## config.mk

```make
export PLATFORM = sky130hd
export DESIGN_NAME = uart_tx
export DESIGN_NICKNAME = d
export VERILOG_FILES = /design/src/rtl/uart_tx.sv
export SDC_FILE = /design/constraint.sdc
export NUM_CORES = 1
export LEC_CHECK = 0
export CORE_MARGIN = 2
export CORE_UTILIZATION = 35
export DETAILED_ROUTE_END_ITERATION = 12
export PLACE_DENSITY_LB_ADDON = 0.2
export SLEW_MARGIN = 20
export SYNTH_ARGS = -nofsm -noshare
export SYNTH_HDL_FRONTEND = slang
export SYNTH_SLANG_ARGS = --single-unit
```

## constraint.sdc

```tcl
create_clock -name clk_in -period 4.9 [get_ports clk_in]
set_input_delay 0.98 -clock clk_in [delete_from_list [all_inputs] [get_ports clk_in]]
set_output_delay 0.98 -clock clk_in [all_outputs]
set_load 0.02 [all_outputs]
```

## src/rtl/uart_tx.sv

```systemverilog
// ---------------------------------------------------------------------------
// uart_tx
//
// Serial 8-bit UART transmitter with a small input FIFO. The producer writes
// bytes through a valid/ready handshake. Each byte goes out as one start bit
// (low), then 8 data bits LSB first, then an optional even-parity bit, then
// one stop bit (high). Every bit is held for CLKS_PER_BIT clocks.
//
// Optional feature macro: UART_TX_PARITY_EN
//   defined   -> an even-parity bit follows the data bits (11-bit frame)
//   undefined -> 8N1 framing (10-bit frame); no parity state or logic exists
//
// Parameters
//   CLKS_PER_BIT  clocks per serial bit, 2..65535 (default 64)
//   FIFO_DEPTH    input FIFO entries, power of two, 2..16 (default 4)
//
// Ports
//   clk_in      in   1   system clock, rising edge
//   reset       in   1   synchronous active-high reset; flushes the FIFO and
//                        abandons any frame in progress
//   tx_data     in   8   byte to send, taken when tx_valid && tx_ready
//   tx_valid    in   1   producer has a byte on tx_data
//   tx_ready    out  1   FIFO not full
//   tx_m        out  1   serial line, idle high, driven from a flop
//   busy        out  1   frame in progress or bytes still queued
//   fifo_count  out  $clog2(FIFO_DEPTH)+1   bytes queued, not counting the
//                        byte currently in the shifter
// ---------------------------------------------------------------------------
module uart_tx #(
    parameter int CLKS_PER_BIT = 64,
    parameter int FIFO_DEPTH   = 4
) (
    input  logic                          clk_in,
    input  logic                          reset,
    input  logic [7:0]                    tx_data,
    input  logic                          tx_valid,
    output logic                          tx_ready,
    output logic                          tx_m,
    output logic                          busy,
    output logic [$clog2(FIFO_DEPTH):0]   fifo_count
);

    localparam int PTR_W = $clog2(FIFO_DEPTH);
    localparam int CNT_W = PTR_W + 1;

    localparam logic [15:0]      BAUD_RELOAD = 16'(CLKS_PER_BIT - 1);
    localparam logic [CNT_W-1:0] FULL_COUNT  = CNT_W'(FIFO_DEPTH);

    typedef enum logic [2:0] {
        ST_IDLE   = 3'd0,
        ST_START  = 3'd1,
        ST_DATA   = 3'd2,
`ifdef UART_TX_PARITY_EN
        ST_PARITY = 3'd4,
`endif
        ST_STOP   = 3'd3
    } state_t;

    // -----------------------------------------------------------------------
    // FIFO storage and bookkeeping
    // -----------------------------------------------------------------------
    logic [7:0]       mem [FIFO_DEPTH];
    logic [PTR_W-1:0] wr_ptr_reg;
    logic [PTR_W-1:0] rd_ptr_reg;
    logic [CNT_W-1:0] count_reg;

    logic             push;
    logic             pop;
    logic             fifo_empty;
    logic [7:0]       head_data;

    // -----------------------------------------------------------------------
    // Transmit FSM and datapath
    // -----------------------------------------------------------------------
    state_t           state_reg,   state_next;
    logic [15:0]      baud_reg,    baud_next;
    logic [2:0]       bit_cnt_reg, bit_cnt_next;
    logic [7:0]       shift_reg,   shift_next;
    logic             tx_m_reg,    tx_m_next;
`ifdef UART_TX_PARITY_EN
    logic             parity_reg,  parity_next;
`endif

    assign fifo_empty = (count_reg == '0);
    assign tx_ready   = (count_reg != FULL_COUNT);
    assign push       = tx_valid && tx_ready;
    assign head_data  = mem[rd_ptr_reg];

    assign tx_m       = tx_m_reg;
    assign busy       = (state_reg != ST_IDLE) || (count_reg != '0);
    assign fifo_count = count_reg;

    // Storage is written without reset: flushing only needs the pointers and
    // count cleared, stale contents are never read.
    always_ff @(posedge clk_in) begin
        if (push) begin
            mem[wr_ptr_reg] <= tx_data;
        end
    end

    always_ff @(posedge clk_in) begin
        if (reset) begin
            wr_ptr_reg <= '0;
            rd_ptr_reg <= '0;
            count_reg  <= '0;
        end else begin
            if (push) begin
                wr_ptr_reg <= wr_ptr_reg + PTR_W'(1);
            end
            if (pop) begin
                rd_ptr_reg <= rd_ptr_reg + PTR_W'(1);
            end
            // Simultaneous push and pop leaves the occupancy unchanged.
            case ({push, pop})
                2'b10:   count_reg <= count_reg + CNT_W'(1);
                2'b01:   count_reg <= count_reg - CNT_W'(1);
                default: count_reg <= count_reg;
            endcase
        end
    end

    // -----------------------------------------------------------------------
    // State register
    // -----------------------------------------------------------------------
    always_ff @(posedge clk_in) begin
        if (reset) begin
            state_reg   <= ST_IDLE;
            baud_reg    <= BAUD_RELOAD;
            bit_cnt_reg <= '0;
            shift_reg   <= '0;
            tx_m_reg    <= 1'b1;
`ifdef UART_TX_PARITY_EN
            parity_reg  <= 1'b0;
`endif
        end else begin
            state_reg   <= state_next;
            baud_reg    <= baud_next;
            bit_cnt_reg <= bit_cnt_next;
            shift_reg   <= shift_next;
            tx_m_reg    <= tx_m_next;
`ifdef UART_TX_PARITY_EN
            parity_reg  <= parity_next;
`endif
        end
    end

    // -----------------------------------------------------------------------
    // Next-state and line-level logic.
    // The line level is derived from the current state and registered, so
    // tx_m trails the state register by exactly one clock. This places the
    // start bit on the line two edges after the push into an idle block.
    // -----------------------------------------------------------------------
    always_comb begin
        state_next   = state_reg;
        baud_next    = baud_reg;
        bit_cnt_next = bit_cnt_reg;
        shift_next   = shift_reg;
        tx_m_next    = 1'b1;
        pop          = 1'b0;
`ifdef UART_TX_PARITY_EN
        parity_next  = parity_reg;
`endif

        case (state_reg)
            ST_IDLE: begin
                tx_m_next = 1'b1;
                if (!fifo_empty) begin
                    pop          = 1'b1;
                    shift_next   = head_data;
                    bit_cnt_next = '0;
                    baud_next    = BAUD_RELOAD;
                    state_next   = ST_START;
`ifdef UART_TX_PARITY_EN
                    parity_next  = ^head_data;
`endif
                end
            end

            ST_START: begin
                tx_m_next = 1'b0;
                if (baud_reg == '0) begin
                    baud_next  = BAUD_RELOAD;
                    state_next = ST_DATA;
                end else begin
                    baud_next = baud_reg - 16'd1;
                end
            end

            ST_DATA: begin
                tx_m_next = shift_reg[0];
                if (baud_reg == '0) begin
                    baud_next    = BAUD_RELOAD;
                    shift_next   = {1'b0, shift_reg[7:1]};
                    bit_cnt_next = bit_cnt_reg + 3'd1;
                    if (bit_cnt_reg == 3'd7) begin
`ifdef UART_TX_PARITY_EN
                        state_next = ST_PARITY;
`else
                        state_next = ST_STOP;
`endif
                    end
                end else begin
                    baud_next = baud_reg - 16'd1;
                end
            end

`ifdef UART_TX_PARITY_EN
            ST_PARITY: begin
                tx_m_next = parity_reg;
                if (baud_reg == '0) begin
                    baud_next  = BAUD_RELOAD;
                    state_next = ST_STOP;
                end else begin
                    baud_next = baud_reg - 16'd1;
                end
            end
`endif

            ST_STOP: begin
                tx_m_next = 1'b1;
                if (baud_reg == '0) begin
                    baud_next = BAUD_RELOAD;
                    // Chain straight into the next frame when data is waiting,
                    // so the next start bit directly follows this stop bit.
                    if (!fifo_empty) begin
                        pop          = 1'b1;
                        shift_next   = head_data;
                        bit_cnt_next = '0;
                        state_next   = ST_START;
`ifdef UART_TX_PARITY_EN
                        parity_next  = ^head_data;
`endif
                    end else begin
                        state_next = ST_IDLE;
                    end
                end else begin
                    baud_next = baud_reg - 16'd1;
                end
            end

            default: begin
                state_next = ST_IDLE;
            end
        endcase
    end

endmodule

```

# Word level (Yosys, flattened, before mapping)
# Memory sizes are Yosys's and may differ from the RTL's. A register that Yosys moved wholly into a read port is not among the register bits.
# Index checks and enable logic that the tools add are counted.
# op_classes
order_cmp	0
div	0
shift	0
n_reduce_logical	14
addsub	6
bitwise_logic	0
n_eq_ne	12
mux	27
multipliers	0
# ops
operator	count
$mux 16	2
$pmux 16 s2	1
$mux 3	8
$mux 8	3
$pmux 8 s3	1
$logic_not 16->1	1
$sub 16x1->16 const B	1
$pmux 3 s4	1
$ne 2x2->1 const B	5
$pmux 3 s3	1
$reduce_bool 3->1	3
$add 3x1->3 const B	2
$eq 3x2->1 const B	2
$logic_not 3->1	2
$pmux 3 s2	1
$mux 1	5
$reduce_and 5->1	1
$add 2x1->2 const B	2
$mux 2	2
$pmux 1 s2	2
$reduce_bool 2->1	2
$eq 3x1->1 const B	1
$eq 3x3->1 const B	1
$ne 3x3->1 const B	1
8 further kinds	8
# word_totals
rom_bits	0
ramBits	32
memories	1
output_inout_bits	6
latch_bits	0
reg_bits	38
word_cells	68
inputBits	11
# memory_table
name	words	width	rd	rd_ports_with_merged_regs	write_ports	line_no	source
mem	4	8	1	1	1	62	logic [7:0] mem [FIFO_DEPTH];

# Longest topological paths before layout
# depth
word_depth	6
ltp_mapped	13

# Worst setup path before layout
# Ideal clock, no wire load.
# synth_path
path_kind	register to register
from	reg baud_reg[0]
to	reg count_reg[2], in the netlist fifo_count[2]
slack_ns	2.199
t_required_ns	4.830
stages_incl_launch_ff	14
path_buffers	1
setup_ns	0.070
arrival_time_ns	2.630
synth_period_minus_slack_ns	2.701
path_cell_list	dfxtp_1 > inv_1 > ha_1 > nor3b_2 > and4_1 > buf_4 > a21oi_1 > nor2_1 > ha_1 > inv_1 > fa_1 > xor2_1 > or3_1 > a21oi_1
# synth_between
elab_chain_len	5
# synth_rtl
element	line_no	source
start, declared	76	logic [15:0] baud_reg, baud_next;
start signal, assigned	137	baud_reg <= baud_next;
$logic_not 16->1 *	221	if (baud_reg == '0) begin
$mux 1 *	221	
$pmux 1 s2 *	164	case (state_reg)
via pop	68	logic pop;
$eq 2x1->1 or $eq 2x2->1 (tied branches)	114	case ({push, pop})
$pmux 3 s2 or $reduce_bool 2->1 (tied branches)	--	
end signal, assigned	115	2'b10: count_reg <= count_reg + CNT_W'(1);
end signal, assigned	116	2'b01: count_reg <= count_reg - CNT_W'(1);
end signal, assigned	117	default: count_reg <= count_reg;
end, declared	65	logic [CNT_W-1:0] count_reg;
# The timed path passes the listed nets; every way through them passes the cells marked *.
# A chain may end at the register's enable or synchronous reset.

# Final worst setup path
# layout_path
from	reg state_reg[0]
to	out busy
# layout_between
elab_chain_len	2
# layout_rtl
element	line_no	source
start, declared	75	state_t state_reg, state_next;
start signal, assigned	136	state_reg <= state_next;
$reduce_bool 3->1	90	assign busy = (state_reg != ST_IDLE) || (count_reg != '0);
$logic_or 1x1->1	90	
end, declared	39	output logic busy,
# No other way between the ends.

==> flow_summary_export.csv <==
group,metric,value,unit
yosys,synth_flop_cell,"dfxtp_1",
route,drtPass1Iterations,4,
timing,setup_viol,0,
grt,grt_max_degree,42,
grt,antenna_found_initial,0,
clocking,ctsHoldBuffers,0,
critical_path,cp_slowest_stage_delay,0.79,ns
cells_and_area,finalNetCount,354,
status,status,"completed",
floorplanning,design.core.area,0.00973,mm^2
clocking,ctsHtreeMaxLevel,3,
cells_and_area,diodes,0,
route,num_vias,2491,
critical_path,startpoint,"state_reg[0]",
cells_and_area,syn2layout_area_growth,13.2,%
critical_path,cp_num_buf_inv,2,
place,place_congestion,0.773,
floorplanning,row_count,36,
critical_path,r2r-end,"fifo_count[2]",
timing,worst_pin_slew,0.989,ns
worst_hold_path,min_to,"bit_cnt_reg[2]",
clocking,clkLatencyLatePin,0.36,ns
floorplanning,num_io_pins,17,
clocking,cts_root_buffer,"clkbuf_8",
worst_hold_path,hold_depth,2,
route,routed_via_density,5.32,
critical_path,r2r_start,"baud_reg[0]",
cells_and_area,largest_register_ffs,32,
clocking,post_cts_buffers,0,
timing,min_period,3.59,ns
yosys,syn_avg_cell_area,11.0,um^2
yosys,synth_edf_count,32,
yosys,async_flop_share,0,%
timing,relSlewSlack,33.2,%
cells_and_area,drive_gt1_share,12.5,%
critical_path,worstPathMaxFanout,13,
grt,grt_pass1_wl,12.0,mm
critical_path,critical_path_class,"flop to output port",
route,ant_nets,0,
timing,finalMaxSlewViolations,0,
cells_and_area,design_area,0.00395,mm^2
critical_path,critPathTopFamily,"simple AND/OR/NAND/NOR gates",
place,portBuffers,16,
timing,fin_hold_ws,0.469,ns
critical_path,cp.arrival,2.61,ns
clocking,clock_sinks,71,
timing,max_freq,278,MHz
pwr,p_leak,1.39,nW
yosys,synth-seq-cells,71,
critical_path,cp_num_cells,4,
route,drtIter0Drc,212,
critical_path,path_cells,"inv_1 -> ha_1 -> or4b_2 -> clkdlybuf4s50_1",
clocking,clockBufferDepth,2,
route,totalWireLength,7.18,mm
timing,tns,0,ns
critical_path,cp.required,3.92,ns
clocking,cts.clk_slew.worst_paths,0.08,ns
timing,skew,0.0110,ns
route,drc,0,
critical_path,cp-start-kind,"flop",
timing,hold_violations,0,
clocking,cts_resized,0,
floorplanning,dieArea,0.0108,mm^2
critical_path,r2r_cells,12,
yosys,postSynthCellCount,317,
critical_path,reg2reg_slack,1.75,ns
grt,grt_overflow,0,
route,wl_per_cell,15.3,um
yosys,synth_area,0.00349,mm^2
floorplanning,die_h,104,um
floorplanning,initial_core_util,35.9,%
pwr,ir_drop,290,uV
grt,grt_pass1_vias,2325,
place,hpwl,4.77,mm
yosys,seq_area_frac_synth,49.9,%
grt,grt_usage,14.0,%
yosys,synthDistinctLibCells,59,
floorplanning,die_x,104,um
worst_hold_path,hp-class,"flop to flop",
yosys,synth_nets,341,
timing,rsz0062_at_grt,"false",
critical_path,cp-end-kind,"output port",
timing,final.period_utilization,73.3,%
pwr,p_per_area,534,mW/mm^2
clocking,cts_buffers,9,
clocking,cts_tree,"built",
critical_path,cp_slowest_cell,"or4b_2",
place,dpl_cell_area,0.00375,mm^2
yosys,ys_warn_count,0,
worst_hold_path,min_from,"bit_cnt_reg[2]",
flow_run,maxCapViolCount,0,
## where the power goes
part           internal [mW]  leakage (nW)  switching (mW)
registers              0.730         0.611          0.0832
clock network          0.237         0.104           0.235
logic                  0.366         0.670           0.459
total                   1.33          1.39           0.777
## cell usage in the layout (no fill, tap or decap), types with 3 or more instances in the layout
cell / instances
and3_1: 6
nor2b_1: 7
clkinv_2: 3
edfxtp_1: 32
clkbuf_8: 9
or4_1: 7
a311oi_1: 5
nor4_4: 3
mux2_4: 6
a21oi_1: 14
dfxtp_1: 39
nor2_1: 16
nor3_1: 6
a31oi_1: 9
nor4_1: 5
clkdlybuf4s50_1: 16
mux4_2: 8
nand2_1: 32
ha_1: 12
o21ai_0: 8
nand4_1: 9
inv_1: 18
mux2i_1: 6
or3_1: 4
nand3_1: 10
o31ai_1: 3
## layer usage
layer	track usage (%)	share of wire [%]
met5	0	0
met4	5.89	1.6
met3	3.34	4.0
met2	19.2	43
met1	20.9	51
## cell usage after synthesis (all sizes together), types with 2 or more instances
cell type	instances	area, um^2
mux2	7	101
nor3b	3	27.5
nand3	10	50.1
a31oi	9	56.3
or4	7	52.6
clkbuf	12	46.3
o31ai	3	22.5
nand2	32	120
o2111ai	2	17.5
mux2i	6	60.1
dfxtp	39	781
mux4	8	180
buf	4	28.8
xor2	2	17.5
edfxtp	32	961
a21oi	14	70.1
and3	6	37.5
nor2	16	60.1
o21ai	8	40.0
o221ai	2	23.8
inv	18	67.6
nor2b	7	43.8
nand4	9	56.3
ha	12	150
a311oi	5	43.8
nor3	6	30.0
nand2b	2	12.5
nor4	9	108
or2	2	12.5
or3	4	25.0
## layout make-up
| class | instances | area (um^2) |
|---|---|---|
| fillers | 978 | 5780 |
| well taps | 133 | 166 |
| clock inverters | 7 | 71.3 |
| flip-flops and latches | 71 | 1740 |
| clock buffers | 9 | 124 |
| inverters | 19 | 71.3 |
| repair buffers | 18 | 175 |
| multi-input cells | 211 | 1600 |
## through the flow
stage | setup slack, ns | util [%] | std cells | power (mW)
after global routing | 1.18 | 40.6 | 468 | 2.25
after detailed placement | 1.69 | 38.6 | 452 | 1.65
after floorplan | 2.20 | - | 317 | 1.45
final | 1.31 | 40.6 | 468 | 2.11
after CTS | 1.27 | 40.6 | 468 | 2.13
after global placement | 1.73 | 38.6 | 452 | 1.64
## how the worst max path moves through the flow
stage,end
4_1_cts,busy
3_3_place_gp,busy
2_1_floorplan,fifo_count[2]
6_report,busy
3_5_place_dp,busy
5_1_grt,busy
## worst min-delay path: stages (launching register included)
cell and delay (ns):
dfxtp_1 0.32, nand2_1 0.05, mux2i_1 0.05
## cells by family after synthesis
family / synth area share [%]
xor+xnor: 0.753
simple gates: 20.0
flops: 49.9
buf+inv: 4.20
compound gates: 10.5
mux: 9.79
fa+ha+maj: 4.88
Power figures use the tool's default switching activity.
